<file path="src/rtl/dds_wave_gen.sv">
// DDS waveform generator: phase accumulator, quarter-wave sine fold, arithmetic square/triangle/sawtooth.
// Optional midscale amplitude shift stage when DDS_AMP_SCALE_EN is defined (adds amp_shift, latency 4).
module dds_wave_gen #(
  parameter logic [31:0] FREQ_WORD  = 32'd85899,
  parameter logic [11:0] PHASE_CTRL = 12'd1024
) (
  input  logic        sys_clk,
  input  logic        sys_rst,
  input  logic [3:0]  wave_select,
  input  logic [31:0] freq_word,
  input  logic        freq_load,
`ifdef DDS_AMP_SCALE_EN
  input  logic [1:0]  amp_shift,
`endif
  output logic [9:0]  rom_addr,
  input  logic [7:0]  rom_data,
  output logic [7:0]  dout,
  output logic        dout_valid
);

  localparam logic [3:0] WAVE_SINE = 4'b0001;
  localparam logic [3:0] WAVE_SQR  = 4'b0010;
  localparam logic [3:0] WAVE_TRI  = 4'b0100;
  localparam logic [3:0] WAVE_SAW  = 4'b1000;

  function automatic logic [7:0] wave_value(input logic [3:0] wave, input logic [11:0] addr);
    logic [7:0] v;
    case (wave)
      WAVE_SQR: v = addr[11] ? 8'h00 : 8'hFF;
      WAVE_TRI: v = addr[11] ? ~addr[10:3] : addr[10:3];
      WAVE_SAW: v = addr[11:4];
      default:  v = 8'h80;
    endcase
    return v;
  endfunction

  function automatic logic [7:0] sine_unfold(input logic lower_half, input logic [7:0] d);
    return lower_half ? (8'd255 - d) : d;
  endfunction

`ifdef DDS_AMP_SCALE_EN
  // Arithmetic shift of the sample about midscale; MSB flip converts offset-binary <-> two's complement.
  function automatic logic [7:0] amp_scale(input logic [7:0] s, input logic [1:0] sh);
    logic signed [7:0] d;
    d = $signed(s ^ 8'h80);
    d = d >>> sh;
    return $unsigned(d) ^ 8'h80;
  endfunction
`endif

  logic [31:0] freq_reg;
  logic [31:0] phase_acc_p0;
  logic [3:0]  wave_reg;
  logic        wave_legal;
  logic        wave_chg;
  logic [11:0] addr_p0;

  assign wave_legal = ((wave_select & (wave_select - 4'd1)) == 4'd0);
  assign wave_chg   = wave_legal && (wave_select != wave_reg);
  assign addr_p0    = phase_acc_p0[31:20] + PHASE_CTRL;

  // Stage 0: frequency word, wave register, phase accumulator
  always_ff @(posedge sys_clk or posedge sys_rst) begin
    if (sys_rst) begin
      freq_reg     <= FREQ_WORD;
      wave_reg     <= 4'b0000;
      phase_acc_p0 <= 32'd0;
    end else begin
      if (freq_load)
        freq_reg <= freq_word;
      if (wave_chg) begin
        wave_reg     <= wave_select;
        phase_acc_p0 <= 32'd0;
      end else begin
        phase_acc_p0 <= phase_acc_p0 + freq_reg;
      end
    end
  end

  logic       q1_p1;
  logic [3:0] wave_p1;
  logic [7:0] nsv_p1;
  logic       vld_p1;

  // Stage 1: table address, quarter fold to ROM address, non-sine sample
  always_ff @(posedge sys_clk or posedge sys_rst) begin
    if (sys_rst) begin
      rom_addr <= 10'd0;
      q1_p1    <= 1'b0;
      wave_p1  <= 4'b0000;
      nsv_p1   <= 8'h80;
      vld_p1   <= 1'b0;
    end else begin
      rom_addr <= addr_p0[10] ? ~addr_p0[9:0] : addr_p0[9:0];
      q1_p1    <= addr_p0[11];
      wave_p1  <= wave_reg;
      nsv_p1   <= wave_value(wave_reg, addr_p0);
      vld_p1   <= ~wave_chg;
    end
  end

  logic       q1_p2;
  logic [3:0] wave_p2;
  logic [7:0] nsv_p2;
  logic       vld_p2;

  // Stage 2: ROM access cycle, side information delayed alongside
  always_ff @(posedge sys_clk or posedge sys_rst) begin
    if (sys_rst) begin
      q1_p2   <= 1'b0;
      wave_p2 <= 4'b0000;
      nsv_p2  <= 8'h80;
      vld_p2  <= 1'b0;
    end else begin
      q1_p2   <= q1_p1;
      wave_p2 <= wave_p1;
      nsv_p2  <= nsv_p1;
      vld_p2  <= vld_p1 & ~wave_chg;
    end
  end

  logic [7:0] samp_p2;
  assign samp_p2 = (wave_p2 == WAVE_SINE) ? sine_unfold(q1_p2, rom_data) : nsv_p2;

`ifdef DDS_AMP_SCALE_EN
  logic [7:0] samp_p3;
  logic [1:0] amp_p3;
  logic       vld_p3;

  // Stage 3: sample select, amplitude shift sampled
  always_ff @(posedge sys_clk or posedge sys_rst) begin
    if (sys_rst) begin
      samp_p3 <= 8'h80;
      amp_p3  <= 2'd0;
      vld_p3  <= 1'b0;
    end else begin
      samp_p3 <= samp_p2;
      amp_p3  <= amp_shift;
      vld_p3  <= vld_p2 & ~wave_chg;
    end
  end

  // Stage 4: scaled output register
  always_ff @(posedge sys_clk or posedge sys_rst) begin
    if (sys_rst) begin
      dout       <= 8'h80;
      dout_valid <= 1'b0;
    end else begin
      dout       <= amp_scale(samp_p3, amp_p3);
      dout_valid <= vld_p3 & ~wave_chg;
    end
  end
`else
  // Stage 3: output register
  always_ff @(posedge sys_clk or posedge sys_rst) begin
    if (sys_rst) begin
      dout       <= 8'h80;
      dout_valid <= 1'b0;
    end else begin
      dout       <= samp_p2;
      dout_valid <= vld_p2 & ~wave_chg;
    end
  end
`endif

endmodule

</file>
<file path="config.mk">
export PLATFORM = sky130hd
export DESIGN_NAME = dds_wave_gen
export DESIGN_NICKNAME = d
export VERILOG_FILES = /design/src/rtl/dds_wave_gen.sv
export SDC_FILE = /design/constraint.sdc
export NUM_CORES = 1
export LEC_CHECK = 0
export BUFFER_PORTS_ARGS = -buffer_cell sky130_fd_sc_hd__buf_2
export CORE_MARGIN = 2
export CORE_UTILIZATION = 45
export CTS_CLUSTER_SIZE = 25
export DETAILED_ROUTE_END_ITERATION = 16
export SLEW_MARGIN = 0
export SYNTH_ARGS = -nofsm -noshare
export SYNTH_HDL_FRONTEND = slang
export SYNTH_SLANG_ARGS = --single-unit
</file>
<file path="constraint.sdc">
create_clock -name sys_clk -period 7 [get_ports sys_clk]
set_clock_uncertainty 0.1 [all_clocks]
set_input_delay 1.05 -clock sys_clk [delete_from_list [all_inputs] [get_ports sys_clk]]
set_output_delay 1.05 -clock sys_clk [all_outputs]
set_load 0.01 [all_outputs]
</file>
# ---- After elaboration in Yosys (flattened, before gate mapping)
# Cells that the tools add are included.
dict set report word_totals {
  wordCells 38
  inputBits 47
  reg_bits 115
  out_inout_bits 19
}
dict set report op_classes {
  n_eq_ne 5
  add_sub_neg 4
  mux 7
  n_bitwise 6
  n_reduce_logical 2
}
# op n
set op_table {}
lappend op_table {{32-bit adder} 1}
lappend op_table {{32-bit 2-to-1 mux} 1}
lappend op_table {{8-bit 2-to-1 mux} 4}
lappend op_table {{8-bit one-hot mux with 3 select lines} 1}
lappend op_table {{12-bit by 11-bit adder with 12-bit output (second input constant)} 1}
lappend op_table {{10-bit 2-to-1 mux} 1}
lappend op_table {{10-bit NOT} 1}
lappend op_table {{8-bit NOT} 1}
lappend op_table {{8-bit subtractor (first input constant)} 1}
lappend op_table {{4-bit bitwise AND} 1}
lappend op_table {{4-bit by 1-bit == test with 1-bit output (second input constant)} 1}
lappend op_table {{4-bit by 2-bit == test with 1-bit output (second input constant)} 1}
lappend op_table {{4-bit by 3-bit == test with 1-bit output (second input constant)} 1}
lappend op_table {{4-bit == test (second input constant)} 1}
lappend op_table {{4-bit zero test} 1}
lappend op_table {{4-bit != test} 1}
lappend op_table {{4-bit by 1-bit subtractor with 4-bit output (second input constant)} 1}
lappend op_table {{1-bit bitwise AND} 2}
lappend op_table {{1-bit logical AND} 1}
lappend op_table {{1-bit NOT} 1}

# ---- Logic depth before layout (Yosys ltp)
dict set report depth {
  ltp_word 6
  mapped_depth 9
  mapped_depth_nobuf 9
}

# ---- Worst setup path after synthesis
# No wires, ideal clock.
dict set report synth_path {
  kind {flip-flop to flip-flop}
  startpoint {reg freq_reg[0]}
  endpoint {reg phase_acc_p0[26]}
  period_less_slack_ps 2631
  path_stages_with_launch 10
  setup_slack_ps 4369
  n_path_buf 0
  required_time_ps 6776
  t_arrival_ps 2408
  setup_ps 124
  path_cell_list {dfstp_2 ha_1 inv_1 fa_1 and2b_1 o2111ai_1 a211o_1 a2111oi_4 o21ai_2 mux2i_1}
}
dict set report synth_via {
  elab_chain_len 2
}
# element line
set synth_rtl {}
lappend synth_rtl {{from (decl)} 51} ;# logic [31:0] freq_reg;
lappend synth_rtl {{from (signal assigned)} 70} ;# freq_reg <= freq_word;
lappend synth_rtl {{32-bit adder} 75} ;# phase_acc_p0 <= phase_acc_p0 + freq_reg;
lappend synth_rtl {{32-bit 2-to-1 mux} 71} ;# if (wave_chg) begin
lappend synth_rtl {{to (signal assigned)} 75}
lappend synth_rtl {{to (decl)} 52} ;# logic [31:0] phase_acc_p0;
# No other way between the ends.
# A chain may end at the register's enable or synchronous reset.

# ---- Final worst setup path
# Ends and elaborated chain as after synthesis.

==> flow_summary_export.csv <==
group,metric,value,unit
run_status,status,"complete, no violations",
yosys,synth_top_area_cell,"dfrtp_1",
floorplanning,io_pins,66,
layout,finalInstanceArea,7080,um^2
min_path,min-delay-start,"nsv_p1[3]",
layout,drive_gt1_share,26.2,%
min_path,whs_path_depth,0,
min_path,hold_path_class,"flip-flop to flip-flop",
layout,layout_common_cells,"dfrtp_1, buf_2, nor2_1, a21oi_1",
power_and_ir_drop,clkPwrFrac,27.8,%
cts,clk_path_buf_depth,2,
layout,num_antenna_cells,0,
power_and_ir_drop,power_density,450,nW/um^2
cts,ctsHoldBuffers,0,
yosys,synth_edf_count,0,
detailed_routing,drt_iter0_drc,220,
detailed_routing,drt_pass1_iterations,4,
yosys,synth_compound_area_share,16.8,%
yosys,synth_cells,562,
floorplanning,dieArea,14300,um^2
yosys,avgSynthCellArea,10.7,um^2
detailed_routing,vias,4387,
yosys,yosysWarnings,0,
yosys,seq_area_frac_synth,48.2,%
layout,fillCellCount,1196,
cts,clk_pin_slew,50,ps
critical_path,critPathSlowestCell,"dfstp_2",
cts,clock-root-buffer,"clkbuf_16",
critical_path,cp.required,7200,ps
cts,clock_latency,420,ps
cts,cts_num_sinks,115,
power_and_ir_drop,internal_power,2.00,mW
placed_design,placed_area,6460,um^2
layout,layout.nets,699,
grt,grt_pass1_wl,21600,um
layout,layout_commonest_cell,"dfrtp_1",
grt,grt-ovfl-total,0,
yosys,muxShareOfSynthArea,7.04,%
yosys,async_flop_share,100,%
timing,tightest_slew,1260,ps
placed_design,io_buffers,65,
timing,grt_setup_unrepaired,"false",
critical_path,worstPathCellList,"ha_1, inv_1, fa_1, and2b_1, o2111ai_1, a211o_1, a2111oi_4, o21ai_2, mux2i_1",
placed_design,gp_congestion,0.892,
yosys,synth_ff_type,"dfrtp_1",
cts,cts_buffers,17,
floorplanning,start_util,45.7,%
cts,post_cts_buffers,0,
detailed_routing,vias_per_cell,5.42,
yosys,synth_nets,641,
grt,grt_usage,19.4,%
cts,cts_tree,"built",
yosys,synth.distinct_cells,68,
floorplanning,core,13100,um^2
timing,post-route-period-util,41.3,%
cts,cts_max_level,4,
yosys,synth_fa_ha_area_share,6.96,%
power_and_ir_drop,seq_power_share,31.4,%
detailed_routing,antenna_left,0,
timing,setup_tns,0,ps
power_and_ir_drop,vdd_drop_max,0.244,mV
critical_path,path_buf_inv,1,
critical_path,cp_max_fo,4,
layout,area_delta_synth_final,17.9,%
cts,cts_resized,0,
floorplanning,fp.dieH,120,um
floorplanning,num_rows,42,
layout,finalNonFillerCells,809,
yosys,synth-xor-area-share,5.98,%
critical_path,reg2reg_from,"freq_reg[0]",
detailed_routing,drt_wl_total,12600,um
critical_path,worst-r2r-cell-count,9,
critical_path,worstSetupPathType,"flip-flop to flip-flop",
placed_design,place_hpwl,9050,um
detailed_routing,drc_errors,0,
power_and_ir_drop,p_sw_share,37.2,%
timing,finalCriticalPeriod,2890,ps
yosys,synth_top_family_by_area,"compound AO/OA/AOI/OAI gates",
critical_path,end_kind,"flip-flop",
critical_path,crit_path_start_kind,"flip-flop",
critical_path,max_stage_delay,520,ps
critical_path,cp.arrival,3090,ps
yosys,synthesis.area,6000,um^2
detailed_routing,wl_per_cell,15.6,um
grt,grt_max_degree,65,
placed_design,placed_cells,777,
min_path,hold_end,"nsv_p2[3]",
critical_path,r2r_slack,4110,ps
grt,grt_pass1_vias,4361,
power_and_ir_drop,switchingPower,1.19,mW
power_and_ir_drop,leakage,3.21,nW
critical_path,timing.rr.end,"phase_acc_p0[26]",
grt,antenna_found_initial,0,
timing,fmax,346,MHz
timing,drv_slew,0,
run,cap_violations,0,
yosys,yosysTopAreaCellShare,42.5,%
yosys,synth-seq-cells,115,
critical_path,path_delay_family,"compound AO/OA/AOI/OAI gates",
timing,setup_viol,0,
yosys,ys_top_cells_by_area,"dfrtp_1, ha_1, mux2_2",
timing,slew_headroom,14.7,%
yosys,synthSimpleGateAreaFrac,12.3,%
floorplanning,die_w,120,um
power_and_ir_drop,combPwrFrac,40.8,%
timing,finalHoldViolations,0,
-- logic make-up after synthesis --
| logic type | after synthesis |
|---|---|
| simple gates | 148 |
| compound gates | 146 |
| flops | 115 |
| fa+ha+maj | 33 |
| buf+inv | 41 |
| mux | 38 |
| xor+xnor | 41 |
-- worst register-to-register path, cell delays in order (launching register included) --
cell and delay, ps:
dfstp_2 520, ha_1 180, inv_1 60, fa_1 370
and2b_1 240, o2111ai_1 230, a211o_1 410, a2111oi_4 450
o21ai_2 110, mux2i_1 120
-- cell usage after synthesis (3+ instances only) --
| cell type | n |
|---|---|
| o21bai_1 | 5 |
| inv_1 | 11 |
| nand2_1 | 34 |
| mux2i_1 | 4 |
| xor2_1 | 10 |
| nand4_1 | 12 |
| o21a_1 | 10 |
| dfrtp_1 | 102 |
| or3_1 | 5 |
| buf_2 | 6 |
| a311oi_1 | 3 |
| buf_1 | 3 |
| a31oi_1 | 5 |
| o21ai_1 | 4 |
| nand2b_1 | 5 |
| nand3_1 | 5 |
| a211oi_1 | 5 |
| nor2_1 | 44 |
| nor3b_1 | 3 |
| o21ai_0 | 23 |
| a21oi_1 | 44 |
| dfstp_2 | 13 |
| ha_1 | 31 |
| xnor2_1 | 31 |
| a211o_1 | 3 |
| a21o_1 | 17 |
| clkbuf_1 | 20 |
| nor3_1 | 18 |
| and2_1 | 4 |
| mux2_2 | 34 |
-- worst max path at each step --
stage | from | to | slack [ps] | cells past startpoint
2_1_floorplan | sys_rst | dout[0] | 2830 | 1
3_3_place_gp | wave_select[3] | phase_acc_p0[0] | 4040 | 7
3_5_place_dp | wave_select[3] | vld_p2 | 3980 | 7
4_1_cts | freq_reg[0] | phase_acc_p0[26] | 4090 | 9
5_1_grt | freq_reg[0] | phase_acc_p0[24] | 3900 | 9
6_report | freq_reg[0] | phase_acc_p0[26] | 4110 | 9
-- routing by layer --
| layer | vias up | GRT usage, % | share of wire (%) |
|---|---|---|---|
| li1 | 2144 | - | - |
| met1 | 2133 | 25.9 | 46 |
| met2 | 96 | 30.5 | 47 |
| met3 | 14 | 5.18 | 5.0 |
| met4 | 0 | 6.76 | 1.5 |
| met5 | - | 0 | 0 |
-- stage by stage --
step	power, mW	hold slack, ps	util [%]	setup WS, ps
global placement	2.28	233	49.2	4040
floorplan	2.00	231	-	2830
global route	3.42	255	53.9	3900
CTS	3.21	247	53.9	4090
detailed placement	2.30	235	49.2	3980
finish	3.19	247	53.9	4110
-- power by group through the flow --
stage / sequential, mW / combinational (mW) / clock, mW
finish: 1.00 / 1.30 / 0.885
global route: 1.03 / 1.45 / 0.940
CTS: 1.00 / 1.30 / 0.903
detailed placement: 1.02 / 1.29 / 0
global placement: 1.01 / 1.28 / 0
floorplan: 0.984 / 1.01 / 0
-- final cells by class --
| type | count | area [um^2] | share of cell area, % |
|---|---|---|---|
| clock inverter | 14 | 178 | 2.51 |
| timing repair buffer | 68 | 348 | 4.91 |
| sequential | 115 | 2890 | 40.9 |
| clock buffer | 18 | 439 | 6.20 |
| inverter | 12 | 47.5 | 0.671 |
| multi-input combinational | 406 | 2950 | 41.7 |
| tap | 176 | 220 | 3.11 |
No activity file was read; power rests on OpenSTA's default activity.
